### config.mk
export PLATFORM = sky130hd
export DESIGN_NAME = as_bus_arbiter
export DESIGN_NICKNAME = d
export VERILOG_FILES = /design/src/rtl/as_pack.sv /design/src/rtl/as_arb_rr2.sv /design/src/rtl/as_bus_arbiter.sv
export SDC_FILE = /design/constraint.sdc
export NUM_CORES = 1
export LEC_CHECK = 0
export ABC_AREA = 1
export CORE_AREA = 5 5 191 193
export CTS_BUF_LIST = sky130_fd_sc_hd__clkbuf_8
export CTS_CLUSTER_SIZE = 40
export DETAILED_ROUTE_END_ITERATION = 10
export DIE_AREA = 0 0 196 198
export GPL_ROUTABILITY_DRIVEN = 0
export PLACE_DENSITY = 0.63
export SYNTH_ARGS = -nofsm -noshare
export SYNTH_HDL_FRONTEND = slang
export SYNTH_HIERARCHICAL = 1
export SYNTH_SLANG_ARGS = --single-unit
### constraint.sdc
create_clock -name clk_i -period 1.7 [get_ports clk_i]
set_input_delay 0.34 -clock clk_i [delete_from_list [all_inputs] [get_ports clk_i]]
set_output_delay 0.34 -clock clk_i [all_outputs]
set_load 0.01 [all_outputs]
### src/rtl/as_pack.sv
// Shared types and defaults for the peripheral-bus arbiter.
package as_pack;

  localparam int gpio_addr_width = 32;
  localparam int TMO_CYC_DEF     = 15;

  typedef enum logic [1:0] {
    IDLE,
    ACCESS,
    RESP
  } arb_state_t;

  typedef logic mst_idx_t;

  localparam mst_idx_t MST0 = 1'b0;
  localparam mst_idx_t MST1 = 1'b1;

endpackage

### src/rtl/as_arb_rr2.sv
// Combinational 2-way round-robin picker; a locked master 1 keeps the bus while it was last owner.
module as_arb_rr2
  import as_pack::*;
(
  input  logic [1:0] i_req,
  input  logic       i_last,
  input  logic       i_lock,
  output logic       o_win,
  output logic       o_vld
);

  always_comb begin
    o_win = MST0;
    o_vld = |i_req;
    unique case (i_req)
      2'b01:   o_win = MST0;
      2'b10:   o_win = MST1;
      2'b11:   o_win = (i_lock && (i_last == MST1)) ? MST1 : ~i_last;
      default: o_win = MST0;
    endcase
  end

endmodule

### src/rtl/as_bus_arbiter.sv
// Two-master bus arbiter: grant one cycle after request, response one cycle after
// slave ready or after TMO_CYC unanswered select cycles (error response).
module as_bus_arbiter
  import as_pack::*;
#(
  parameter int ADDR_W  = gpio_addr_width,
  parameter int DATA_W  = 64,
  parameter int TMO_CYC = TMO_CYC_DEF
) (
  input  logic              clk_i,
  input  logic              rst_i,
  input  logic              m0_req_i,
  input  logic              m1_req_i,
  input  logic              m0_we_i,
  input  logic              m1_we_i,
  input  logic [ADDR_W-1:0] m0_addr_i,
  input  logic [ADDR_W-1:0] m1_addr_i,
  input  logic [DATA_W-1:0] m0_wdata_i,
  input  logic [DATA_W-1:0] m1_wdata_i,
  input  logic              m1_lock_i,
  output logic              m0_gnt_o,
  output logic              m1_gnt_o,
  output logic              m0_rvalid_o,
  output logic              m1_rvalid_o,
  output logic [DATA_W-1:0] m0_rdata_o,
  output logic [DATA_W-1:0] m1_rdata_o,
  output logic              m0_err_o,
  output logic              m1_err_o,
  output logic              s_cs_o,
  output logic              s_we_o,
  output logic [ADDR_W-1:0] s_addr_o,
  output logic [DATA_W-1:0] s_wdata_o,
  input  logic              s_ready_i,
  input  logic [DATA_W-1:0] s_rdata_i
);

  localparam int CNT_W = $clog2(TMO_CYC + 1);

  arb_state_t       r_state;
  arb_state_t       w_state_nxt;
  mst_idx_t         r_owner;
  mst_idx_t         r_last;
  logic [CNT_W-1:0] r_wait;

  logic w_win;
  logic w_win_vld;
  logic w_load;
  logic w_fin_ok;
  logic w_fin_tmo;
  logic w_fin;
  logic w_resp;
  logic w_tmo_hit;

  as_arb_rr2 u_pick (
    .i_req  ({m1_req_i, m0_req_i}),
    .i_last (r_last),
    .i_lock (m1_lock_i),
    .o_win  (w_win),
    .o_vld  (w_win_vld)
  );

  // The current ACCESS cycle is the TMO_CYC-th one with no ready.
  assign w_tmo_hit = (r_wait == CNT_W'(TMO_CYC - 1));
  assign w_fin     = w_fin_ok | w_fin_tmo;

  always_comb begin
    w_state_nxt = r_state;
    w_load      = 1'b0;
    w_fin_ok    = 1'b0;
    w_fin_tmo   = 1'b0;
    w_resp      = 1'b0;
    unique case (r_state)
      IDLE: begin
        if (w_win_vld) begin
          w_load      = 1'b1;
          w_state_nxt = ACCESS;
        end
      end
      ACCESS: begin
        if (s_ready_i) begin
          w_fin_ok    = 1'b1;
          w_state_nxt = RESP;
        end else if (w_tmo_hit) begin
          w_fin_tmo   = 1'b1;
          w_state_nxt = RESP;
        end
      end
      RESP: begin
        w_resp      = 1'b1;
        w_state_nxt = IDLE;
      end
      default: w_state_nxt = IDLE;
    endcase
  end

  always_ff @(posedge clk_i) begin
    if (rst_i) begin
      r_state     <= IDLE;
      r_owner     <= MST0;
      r_last      <= MST1;
      r_wait      <= '0;
      m0_gnt_o    <= 1'b0;
      m1_gnt_o    <= 1'b0;
      m0_rvalid_o <= 1'b0;
      m1_rvalid_o <= 1'b0;
      m0_rdata_o  <= '0;
      m1_rdata_o  <= '0;
      m0_err_o    <= 1'b0;
      m1_err_o    <= 1'b0;
      s_cs_o      <= 1'b0;
      s_we_o      <= 1'b0;
      s_addr_o    <= '0;
      s_wdata_o   <= '0;
    end else begin
      r_state     <= w_state_nxt;
      m0_gnt_o    <= w_load & (w_win == MST0);
      m1_gnt_o    <= w_load & (w_win == MST1);
      m0_rvalid_o <= w_fin & (r_owner == MST0);
      m1_rvalid_o <= w_fin & (r_owner == MST1);

      if (w_load) begin
        r_owner   <= w_win;
        r_wait    <= '0;
        s_cs_o    <= 1'b1;
        s_we_o    <= (w_win == MST1) ? m1_we_i    : m0_we_i;
        s_addr_o  <= (w_win == MST1) ? m1_addr_i  : m0_addr_i;
        s_wdata_o <= (w_win == MST1) ? m1_wdata_i : m0_wdata_i;
      end

      // Only the owner's response registers move; the other master keeps its last result.
      if (w_fin) begin
        s_cs_o <= 1'b0;
        r_wait <= '0;
        if (r_owner == MST1) begin
          m1_rdata_o <= w_fin_ok ? s_rdata_i : '0;
          m1_err_o   <= w_fin_tmo;
        end else begin
          m0_rdata_o <= w_fin_ok ? s_rdata_i : '0;
          m0_err_o   <= w_fin_tmo;
        end
      end else if (r_state == ACCESS) begin
        r_wait <= r_wait + CNT_W'(1);
      end

      if (w_resp) begin
        r_last <= r_owner;
      end
    end
  end

endmodule

### Word-level counts from Yosys, hierarchy flattened

Index checks and enable logic that the tools add are counted.

* bits in registers: 240
* bits of input ports: 264
* output and inout port bits: 232
* logic and storage cells: 60

* add/subtract/negate cells: 1
* equal/unequal tests: 7
* mux-type cells: 20
* bitwise gates (word level): 8
* reductions and logical operators: 8

Operator list (number)
* 64-bit 2-to-1 mux: 2
* 32-bit 2-to-1 mux: 1
* 1-bit 2-to-1 mux: 10
* 4-bit 2-to-1 mux: 2
* 2-bit equality test, second input constant: 3
* 2-bit 2-to-1 mux: 3
* 2-bit AND reduction: 3
* 4-bit by 1-bit adder with 4-bit output, second input constant: 1
* 1-bit AND: 4
* 4-bit equality test, second input constant: 1
* 2-bit case mux with 2 select lines: 1
* 2-bit OR reduction: 2
* 3-bit inequality test, second input constant: 1
* 1-bit NOT: 3
* 2-bit by 1-bit equality test with 1-bit output, second input constant: 1
* 2-bit logical NOT: 1
* 2-bit by 1-bit inequality test with 1-bit output, second input constant: 1
* 1-bit case mux with 2 select lines: 1
* 2-bit nonzero test: 1
* 1-bit logical AND: 1
* 1-bit bitwise OR: 1

### Longest topological paths before layout

Gate-level depths: netlist of the first run.

* depth in word-level cells: 6
* mapped depth: 10
* gate-level depth less buffers: 8

### By module

The synthesis of the first run kept the hierarchy.

Modules (own cells, without submodules)
* as_bus_arbiter: instances 1, cells an instance 1391, area each 9716.8 sq um, sequential area each 4804.6 sq um
* as_arb_rr2: instances 1, cells an instance 9, area each 36.3 sq um, sequential area each 0.0 sq um

### Least setup slack after synthesis of the first run

Ideal clock, no wire load.

* kind: reg2reg
* start: register r_wait[0]
* end: register m1_rdata_o[14]
* arrival: 1.394 ns
* data required time: 1.630 ns
* slack: 0.235 ns
* stages on the path, launching flop included: 10
* path buffers: 2
* period minus slack after synthesis: 1.465 ns
* path through: dfxtp_1 > inv_1 > ha_1 > nand3_1 > nand2_1 > nand3_1 > buf_2 > buf_2 > nand2_1 > a21oi_1

* word-level cells in the longest chain between the ends: 6

Ends and longest elaborated chain
* from (decl): line as_bus_arbiter.sv:43 `logic [CNT_W-1:0] r_wait;`
* from (signal assigned): line as_bus_arbiter.sv:142 `r_wait <= r_wait + CNT_W'(1);`
* 4-bit equality test: line as_bus_arbiter.sv:63 `assign w_tmo_hit = (r_wait == CNT_W'(TMO_CYC - 1));`
* 1-bit 2-to-1 mux: line as_bus_arbiter.sv:83 `end else if (w_tmo_hit) begin`
* 1-bit 2-to-1 mux: line as_bus_arbiter.sv:80 `if (s_ready_i) begin`
* 1-bit 2-to-1 mux: line as_bus_arbiter.sv:72 `unique case (r_state)`
* 1-bit bitwise OR: line as_bus_arbiter.sv:64 `assign w_fin = w_fin_ok | w_fin_tmo;`
* 2-bit AND reduction (no line)
* to (signal assigned): line as_bus_arbiter.sv:135 `m1_rdata_o <= w_fin_ok ? s_rdata_i : '0;`
* to (decl): line as_bus_arbiter.sv:26 `output logic [DATA_W-1:0] m1_rdata_o,`

Every way passes these cells.
A chain may end at the register's enable or synchronous reset.

### Worst setup path in the final report of the first run

* start: register m0_err_o
* end: output m0_err_o

RTL lines
* from (decl): line as_bus_arbiter.sv:27 `output logic m0_err_o,`
* from (signal assigned): line as_bus_arbiter.sv:139 `m0_err_o <= w_fin_tmo;`

No word-level cell between the ends.

==> summary.md, run 1 <==
| Metric | Value |
|---|---|
| Post-Layout Cell Count | `approximately 2,400` |
| Worst hold stages | `2` |
| Worst path required time | `approximately 1.4 ns` |
| Synth top area share | `0.493` |
| Routing usage on met2 | `0.321` |
| Nets | `2,147` |
| Lkg Pwr | `~7.5 nW` |
| Mux contribution to synthesized area | `0` |
| GR Util All Layers | `0.184` |
| DIE HEIGHT | `198 um` |
| CORE AREA | `around 0.034 sq mm` |
| Crit. End Element | `primary output` |
| RSZ-0062 raised after global routing | `no` |
| Worst R2R Path Depth | `8` |
| DP HPWL | `27.9 mm` |
| Gate Count Post-Synth | `around 1,400` |
| Crit path max fanout | `2` |
| Routed WL | `between 30 and 40 mm` |
| Most area-hungry cell type in the Yosys netlist | `dfxtp_1` |
| GRT met1 Usage | `0.212` |
| Clk sinks | `240` |
| DRC viols | `0` |
| Max_cap viols | `0` |
| Reg2reg start | `r_wait[0]` |
| Placed cell count | `roughly 2,300` |
| Post-synth EDFFs | `0` |
| Initial antenna violation count | `2` |
| H-tree depth | `2` |
| Hold Fails Final Rpt | `0` |
| Simple-gate share of the synthesized area | `0.294` |
| Buffers & Inverters on Critical Path | `1` |
| Post-Synth Adder-Cell Area | `0.00257` |
| WS Path Type | `flop to primary output` |
| Final period utilization | `0.923` |
| Max IR drop VDD | `between 0.6 and 0.7 mV` |
| Top post-synthesis cells by count | `nand2_1 (523), dfxtp_1 (240), a21oi_1 (179)` |
| Startpoint class of the critical path | `flop` |
| Cell Pwr Density | `around 900 mW/mm^2` |
| Rows | `68` |
| Fillcell total | `roughly 3,500` |
| Outcome | `finished, final reports clean` |
| GRT Max-Usage Layer | `met2` |
| PnR Total Power | `about 14 mW` |
| Root Driver | `clkbuf_8` |
| Worst R2R End | `m1_rdata_o[60]` |
| Minimum clock period | `1.57 ns` |
| Most frequent cell after synthesis | `nand2_1` |
| Highest clock rate | `638 MHz` |
| Clk buf depth | `3` |
| Die W | `between 150 and 200 um` |
| Min-delay src | `rst_i` |
| Min-delay worst type | `input port to flop` |
| Fin Hold WS | `0.0628 ns` |
| Synth Cell Area | `around 0.01 sq mm` |
| Syn_area_per_cell | `between 6 and 7 sq um` |
| Largest family of logic cells by synthesized area | `simple AND/OR/NAND/NOR gates` |
| GRT Residual Overflow | `0` |
| Worst setup path startpoint | `m0_err_o` |
| Syn Nets | `between 1,500 and 2,000` |
| Syn. warnings | `6` |
| Final setup fails | `0` |
| Via count | `around 11,000` |
| First DRT Iteration DRCs | `around 420` |
| Final max-slew violation count | `0` |
| Max-slew headroom | `0.678` |
| Post-synthesis xor/xnor area fraction | `0.000898` |
| Ports | `a little under 500` |
| Number of antenna-violating nets in the routed design | `0` |
| Compound-cell area share of the yosys netlist | `0.115` |
| Ys async rst share | `0` |
| Layout Utilization | `0.465` |
| Clk slew on worst S/H paths | `0.06 ns` |
| Crit path cell chain | `dlygate4sd2_1` |
| Flop-to-flop setup slack | `roughly 0.17 ns` |
| Ratio of cells with drive above 1 in the final layout | `0.0617` |
| Cell family with most CP delay | `buffers and inverters` |
| Pre-antenna DRT Iters | `5` |
| Slowest cell on crit path | `dlygate4sd2_1` |
| Setup TNS | `0 ns` |
| Largest net degree at the start of global routing | `around 110` |
| Syn-to-layout area delta | `63.9%` |
| First-pass GRT wire length | `just under 60 mm` |
| Main synth FF type | `dfxtp_1` |
| Clock Latency Late Sink | `0.54 ns` |
| Starting Density | `0.284` |
| Hold_buf cts | `0` |
| Port bufs | `roughly 500` |
| Worst Hold End | `m1_rdata_o[1]` |
| Distinct cells, synth | `21` |
| DR WL/cell | `around 16 um` |
| CTS tree | `done` |
| Vias in the first global route | `around 10,000` |
| Die ar. | `0.0388 sq mm` |
| Max incr delay on CP | `about 0.38 ns` |
| Top post-synthesis cells by area | `dfxtp_1 (49%), nand2_1 (20%), a21oi_1 (9.2%)` |
| Sequential share of the synthesized area | `0.493` |
| Worst slew pin tran | `~0.48 ns` |
| #FFs+latches synth | `240` |
| CTS buffer count | `44` |
| Critical path arrival | `1.23 ns` |
| Vias per inst | `between 4 and 5` |
| Worst Clk Skew | `roughly 0.021 ns` |
| Met3 Use GR | `0.0630` |
sequential cells by signal (all words and copies together), names as in the netlist, 2 cells and up:
register / cells
s_wdata_o: 64
r_wait: 4
r_state: 2
m1_rdata_o: 64
m0_rdata_o: 64
s_addr_o: 32
area by class of cell:
type	instances	area (sq um)	area share
antenna	2	5.00	0.000313
clock buffer	53	729	0.0456
clock inverter	23	174	0.0109
inverter	119	447	0.0279
multi-input combinational	944	4080	0.255
sequential	240	4810	0.301
tap	455	569	0.0356
timing repair buffer	532	5170	0.324
report_power, final:
group,internal (mW),switching [mW]
clock,3.27,2.45
combinational,1.25,1.29
sequential,5.96,0.160
total,10.5,3.90
cell families after synthesis:
family | after synthesis
adder cells (fa/ha/maj) | 2
flip-flops | 240
XOR/XNOR | 1
AND/OR/NAND/NOR | 716
buffers and inverters | 216
AO/OA/AOI/OAI | 225
worst max-delay path by stage:
stage | to | cells after the start | slack, ns
floorplan | m1_rdata_o[14] | 9 | 0.24
global placement | s_addr_o[26] | 9 | -0.22
detailed placement | s_wdata_o[48] | 9 | -0.26
CTS | m0_err_o | 1 | 0.04
global route | m1_rdata_o[54] | 1 | 0.03
finish | m0_err_o | 1 | 0.13
cell usage in the layout, fill, tap and decap left out, types with 19 or more instances in the layout:
cell,Yosys,final
nand2_1,523,521
clkdlybuf4s50_1,0,262
dfxtp_1,240,239
dlygate4sd2_1,0,232
a21oi_1,179,179
inv_1,115,127
nand3_1,110,107
nor2_1,74,74
clkbuf_8,0,53
o21ai_0,46,46
buf_4,6,19
metrics by stage:
step	worst slack, ns	instance area [sq um]
6_report	0.132	16000
5_1_grt	0.0291	16000
4_1_cts	0.0395	15900
3_5_place_dp	-0.262	15300
3_3_place_gp	-0.221	15300
2_1_floorplan	0.235	9750
layer usage:
metal  vias up  part of all wire
met4         2             0.038
met5         -           0.00034
li1       5344                 -
met2       429              0.48
met1      4726              0.39
met3        86             0.087
repair_timing:
item                                    in CTS  in global routing
buffers inserted                             0                  0
endpoints found under the hold margin        0                  0
cloned                                       0                  1
endpoints found under the setup margin     232                 96
pin swaps                                    0                  0
gates resized for setup                    232                  5
(Power assumes the default switching activity.)
==> inputs of run 2 (changes only) <==
--- a/config.mk
+++ b/config.mk
@@ -13,6 +13,7 @@
 export DIE_AREA = 0 0 196 198
 export GPL_ROUTABILITY_DRIVEN = 0
 export PLACE_DENSITY = 0.63
+export SETUP_SLACK_MARGIN = 0.4
 export SYNTH_ARGS = -nofsm -noshare
 export SYNTH_HDL_FRONTEND = slang
 export SYNTH_HIERARCHICAL = 1
==> summary.md, run 2 (same netlist as run 1, synthesis figures left out) <==
| Metric | Value |
|---|---|
| Most common cell after layout, fill and taps aside | `nand2_1 (unchanged)` |
| Lkg Pwr | `8.34 nW (was 7.53 nW)` |
| Setup TNS | `0 ns (unchanged)` |
| Die ar. | `0.0388 sq mm (unchanged)` |
| H-tree depth | `2 (unchanged)` |
| Pre-antenna DRT Iters | `5 (unchanged)` |
| Initial antenna violation count | `0 (was 2)` |
| WS Path Type | `flop to flop (was flop to primary output)` |
| Startpoint class of the critical path | `flop (unchanged)` |
| Max incr delay on CP | `0.34 ns (was 0.38 ns)` |
| Ratio of cells with drive above 1 in the final layout | `0.423 (was 0.0617)` |
| Crit path cell chain | `inv_2 -> ha_4 -> nand3_4 -> nand2_4 -> nand3_4 -> buf_8 -> buf_12 -> nand2_1 -> a21oi_1 (was dlygate4sd2_1)` |
| Syn-to-layout area delta | `94.0% (was 63.9%)` |
| Cell Area, Placed | `0.0155 sq mm (was 0.0153 sq mm)` |
| Hold_buf cts | `0 (unchanged)` |
| Outcome | `finished, final reports clean (unchanged)` |
| GR Util All Layers | `0.193 (was 0.184)` |
| Crit path max fanout | `11 (was 2)` |
| DIE HEIGHT | `198 um (unchanged)` |
| Worst path required time | `2.10 ns (was 1.36 ns)` |
| Final period utilization | `0.876 (was 0.923)` |
| Routed WL | `44.0 mm (was 38.7 mm)` |
| Diodes inserted | `0 (was 2)` |
| Clk slew on worst S/H paths | `0.06 ns (about the same)` |
| Final setup margin | `0.211 ns (was 0.132 ns)` |
| Crit. End Element | `flop (was primary output)` |
| Top flop regs | `m0_rdata_o: 64 flops, m1_rdata_o: 64 flops, s_wdata_o: 64 flops (unchanged)` |
| Starting Density | `0.284 (unchanged)` |
| Final max-slew violation count | `0 (unchanged)` |
| RSZ-0062 raised after global routing | `yes (was no)` |
| Min-delay worst type | `input port to flop (unchanged)` |
| Critical path arrival | `1.89 ns (was 1.23 ns)` |
| First DRT Iteration DRCs | `464 (was 422)` |
| DP HPWL | `28.8 mm (was 27.9 mm)` |
| First-pass GRT wire length | `60.0 mm (was 57.7 mm)` |
| Vias per inst | `4.65 (was 4.47)` |
| DR WL/cell | `17.9 um (was 16.3 um)` |
| Worst slew pin tran | `0.582 ns (was 0.483 ns)` |
| Top cell by count, worst path | `nand3_4` |
| Ports | `496 (unchanged)` |
| Via count | `11,500 (was 10,600)` |
| Post-Layout Cell Count | `2,465 (was 2,368)` |
| Max_cap viols | `0 (unchanged)` |
| Clk sinks | `240 (unchanged)` |
| Die W | `196 um (unchanged)` |
| Area of the multi-input gates | `0.00497 sq mm (was 0.00408 sq mm)` |
| Final instance area | `0.0189 sq mm (was 0.0160 sq mm)` |
| Flop-to-flop setup slack | `0.21 ns (was 0.17 ns)` |
| Fillcell total | `3,073 (was 3,502)` |
| Rows | `68 (unchanged)` |
| Dpl ws | `-0.317 ns (was -0.262 ns)` |
| CORE AREA | `0.0344 sq mm (unchanged)` |
| Most frequent cells in the layout | `nand2_1 (442), clkdlybuf4s50_1 (260), buf_6 (243), dfxtp_2 (222), a21oi_1 (135) (was nand2_1 (521), clkdlybuf4s50_1 (262), dfxtp_1 (239), dlygate4sd2_1 (232), a21oi_1 (179))` |
| Highest clock rate | `672 MHz (was 638 MHz)` |
| Seq. cell area | `0.00512 sq mm (was 0.00481 sq mm)` |
| Max-slew headroom | `0.612 (was 0.678)` |
| Nets | `2,247 (was 2,147)` |
| Clk buf depth | `3 (unchanged)` |
| DRC viols | `0 (unchanged)` |
| Cell Pwr Density | `794 mW/mm^2 (was 899 mW/mm^2)` |
| CTS tree | `done (unchanged)` |
| Slowest cell on crit path | `dfxtp_2 (was dlygate4sd2_1)` |
| CTS buffer count | `43 (was 44)` |
| Number of antenna-violating nets in the routed design | `0 (unchanged)` |
| Layout Utilization | `0.550 (was 0.465)` |
| Largest net degree at the start of global routing | `102 (was 106)` |
| Final setup fails | `0 (unchanged)` |
| Placed cell count | `2,305 (was 2,289)` |
| Port bufs | `495 (unchanged)` |
| Hold Fails Final Rpt | `0 (unchanged)` |
| Minimum clock period | `1.49 ns (was 1.57 ns)` |
| Max IR drop VDD | `0.536 mV (was 0.691 mV)` |
| GRT Residual Overflow | `0 (unchanged)` |
| Worst Clk Skew | `0.0128 ns (was 0.0211 ns)` |
| Clock Latency Late Sink | `0.55 ns (was 0.54 ns)` |
| Vias in the first global route | `10,700 (was 10,400)` |
| Root Driver | `clkbuf_8 (unchanged)` |
## run 2: cell count changes in the layout (fill, tap and decap cells not counted), moves of 21 or more
cell,change
nand2_4,+58
a21oi_1,-44
dfxtp_2,+221
nand2_1,-79
dlygate4sd2_1,-231
buf_6,+242
nand2_2,+21
buf_4,+55
a21oi_2,+44
o21ai_0,-26
dfxtp_1,-230
## run 2: worst max-delay path, delay by kind of cell (launching register included)
kind	cells	cell delay [ns]
compound gates	1	0.07
fa+ha+maj	1	0.13
buf+inv	3	0.38
flops	1	0.34
simple gates	4	0.40
## run 2: through the flow
| stage | power [mW] | hold WS (ns) |
|---|---|---|
| floorplan | 7.33 | 0.449 |
| global placement | 9.12 | 0.448 |
| detailed placement | 9.14 | 0.452 |
| CTS | 14.3 | 0.00617 |
| global route | 15.7 | 0.00810 |
| finish | 15.0 | 0.0449 |
## run 2: metal layers
layer	share of wire	GRT usage	wire length, um
met4	0.035	0.0696	1530
met1	0.36	0.215	15900
met5	0	0	0
met3	0.091	0.0710	4010
met2	0.51	0.339	22600
## run 2: path summary, 6_finish.rpt
kind                            cells past startpoint            from             end
worst max-delay path                                9       r_wait[0]  m1_rdata_o[11]
worst min register to register                      2  m0_rdata_o[13]  m0_rdata_o[13]
worst min-delay path                                2           rst_i    s_addr_o[27]
worst max register to register                      9       r_wait[0]  m1_rdata_o[11]
## run 2: report_power, final
part	internal, mW	switching, mW
sequential	6.01	0.252
clock	2.76	2.42
combinational	1.96	1.61
total	10.7	4.28
## run 2: area by class of cell
type	count	share of cell area
Sequential cell	240	0.270
Timing Repair Buffer	633	0.371
Clock buffer	49	0.0356
Inverter	119	0.0237
Multi-Input combinational cell	944	0.263
Clock inverter	25	0.00668
Tap cell	455	0.0301
## run 2: repair_timing
item	4_1_cts	5_1_grt
setup endpoints to repair	465	468
gates cloned	4	22
pin swaps	5	52
setup buffers	11	49
gates resized for setup	1087	679
==> RTL edit (flow settings as in run 1) <==
Re-encode `arb_state_t` (3 states) as one-hot, 3 bits wide.
--- a/src/rtl/as_pack.sv
+++ b/src/rtl/as_pack.sv
@@ -6,6 +6,6 @@
 
-  typedef enum logic [1:0] {
-    IDLE,
-    ACCESS,
-    RESP
+  typedef enum logic [2:0] {
+    IDLE   = 3'b001,
+    ACCESS = 3'b010,
+    RESP   = 3'b100
   } arb_state_t;
Function: no difference found for any inputs over 4 cycles, from zero or initial values and one cycle with rst_i high; so few cycles prove little.
==> RTL edit against run 1 <==
Design area down 2.1%; sequential cell count up 1; die area unchanged; synthesized area fell by 4.4%; sequential share of layout area rose by 0.77 points; routed wire length increased by 3.3%; worst setup slack got worse by 0.026 ns; total power shrank 3.5%; combinational power down 2%; via count fell by 1.8%; critical path type unchanged; critical endpoint unchanged; largest cell class unchanged.
==> RTL edit: results (changes against run 1) <==
========================================================================
Post-layout instance count excluding filler cells .........         2231   was 2368
Number of global-route vias before repair .................        10.1k   was 10.4k
Clock network share of area ...............................        5.30%   was 5.65%
Post-Syn Nets .............................................         1522   was 1666
Wire length of the first global-routing pass ..............      58.7 mm   was 57.7 mm
Worst Hold Launch ......................................... m0_addr_i[19]   was rst_i
Static Leakage ............................................      7.06 nW   was 7.53 nW
Pin count of the biggest net entering global routing ......           79   was 106
Worst-case vdd ir drop ....................................     0.539 mV   was 0.691 mV
Cell area after synthesis ................................. 0.00932 sq mm   was 0.00975 sq mm
Switching power as a share of total power .................        28.3%   was 27.1%
Cell Area, Placed ......................................... 0.0150 sq mm   was 0.0153 sq mm
Number of clock-tree buffers in the layout ................           52   was 53
Number of cells on the worst hold path ....................            3   was 2
Setup Slack @ Placement ...................................    -0.344 ns   was -0.262 ns
Outcome ...................................................    completed   unchanged
Count of nets after finishing .............................         2010   was 2147
Total global routing track utilization ....................        18.9%   was 18.4%
Worst skew pair latency ...................................      0.58 ns   was 0.54 ns
Reg2Reg Capture Point ..................................... m1_rdata_o[23]$_SDFFE_PP0P_   was m1_rdata_o[60]$_SDFFE_PP0P_
Area growth syn-to-layout .................................        67.9%   was 63.9%
Share of total power in sequential cells ..................        44.2%   was 42.6%
Cell family with the largest share of critical-path delay .   flip-flops   was buffers and inverters
Data arrival, critical path ...............................      1.25 ns   was 1.23 ns
Non-clock inverters .......................................           19   was 119
Final sequential cell count ...............................          241   was 240
Hold Worst Slack ..........................................     0.324 ns   was 0.0628 ns
Count of antenna diodes in the layout .....................            1   was 2
========================================================================
RTL edit: cell count changes after synthesis, moves of 6 or more:
cell	before	now
sky130_fd_sc_hd__a21oi_1	179	164
sky130_fd_sc_hd__clkbuf_1	38	56
sky130_fd_sc_hd__o21ai_0	46	3
sky130_fd_sc_hd__buf_1	12	6
sky130_fd_sc_hd__buf_6	6	0
sky130_fd_sc_hd__inv_1	115	14
sky130_fd_sc_hd__nand2_1	523	440
sky130_fd_sc_hd__nand3_1	110	265
sky130_fd_sc_hd__nor2_1	74	6
RTL edit: cells by family (layout without fill, tap and decap cells):
group / count (synthesis) / after routing / synth area share (%)
buf+inv: 122 / 641 / 5.62
fa+ha+maj: 2 / 2 / 0.268
other cells: 0 / 1 / 0
xor+xnor: 1 / 1 / 0.0940
flops: 241 / 241 / 51.7
simple gates: 720 / 720 / 33.1
compound gates: 170 / 170 / 9.22
RTL edit: worst max-delay path by stage:
| stage | start | depth (start not counted) | slack (ns) | endpoint |
|---|---|---|---|---|
| global route | r_wait[0]$_SDFFE_PP0P_ | 8 | -0.01 | m0_rdata_o[54]$_SDFFE_PP0P_ |
| finish | m0_err_o$_SDFFE_PP0P_ | 1 | 0.11 | m0_err_o |
| global placement | m1_lock_i | 10 | -0.35 | s_wdata_o[35]$_SDFFE_PP0P_ |
| floorplan | m0_req_i | 11 | 0.23 | s_addr_o[0]$_SDFFE_PP0P_ |
| detailed placement | m1_lock_i | 10 | -0.34 | s_wdata_o[17]$_SDFFE_PP0P_ |
| CTS | r_wait[0]$_SDFFE_PP0P_ | 8 | 0.005 | m1_rdata_o[22]$_SDFFE_PP0P_ |
RTL edit: routing by layer:
layer,up-vias,global-route usage [%],wire length [microns]
li1,5133,-,-
met1,4775,22.6,15800
met2,420,30.7,19000
met3,71,6.87,3690
met4,2,8.20,1490
met5,-,0,13
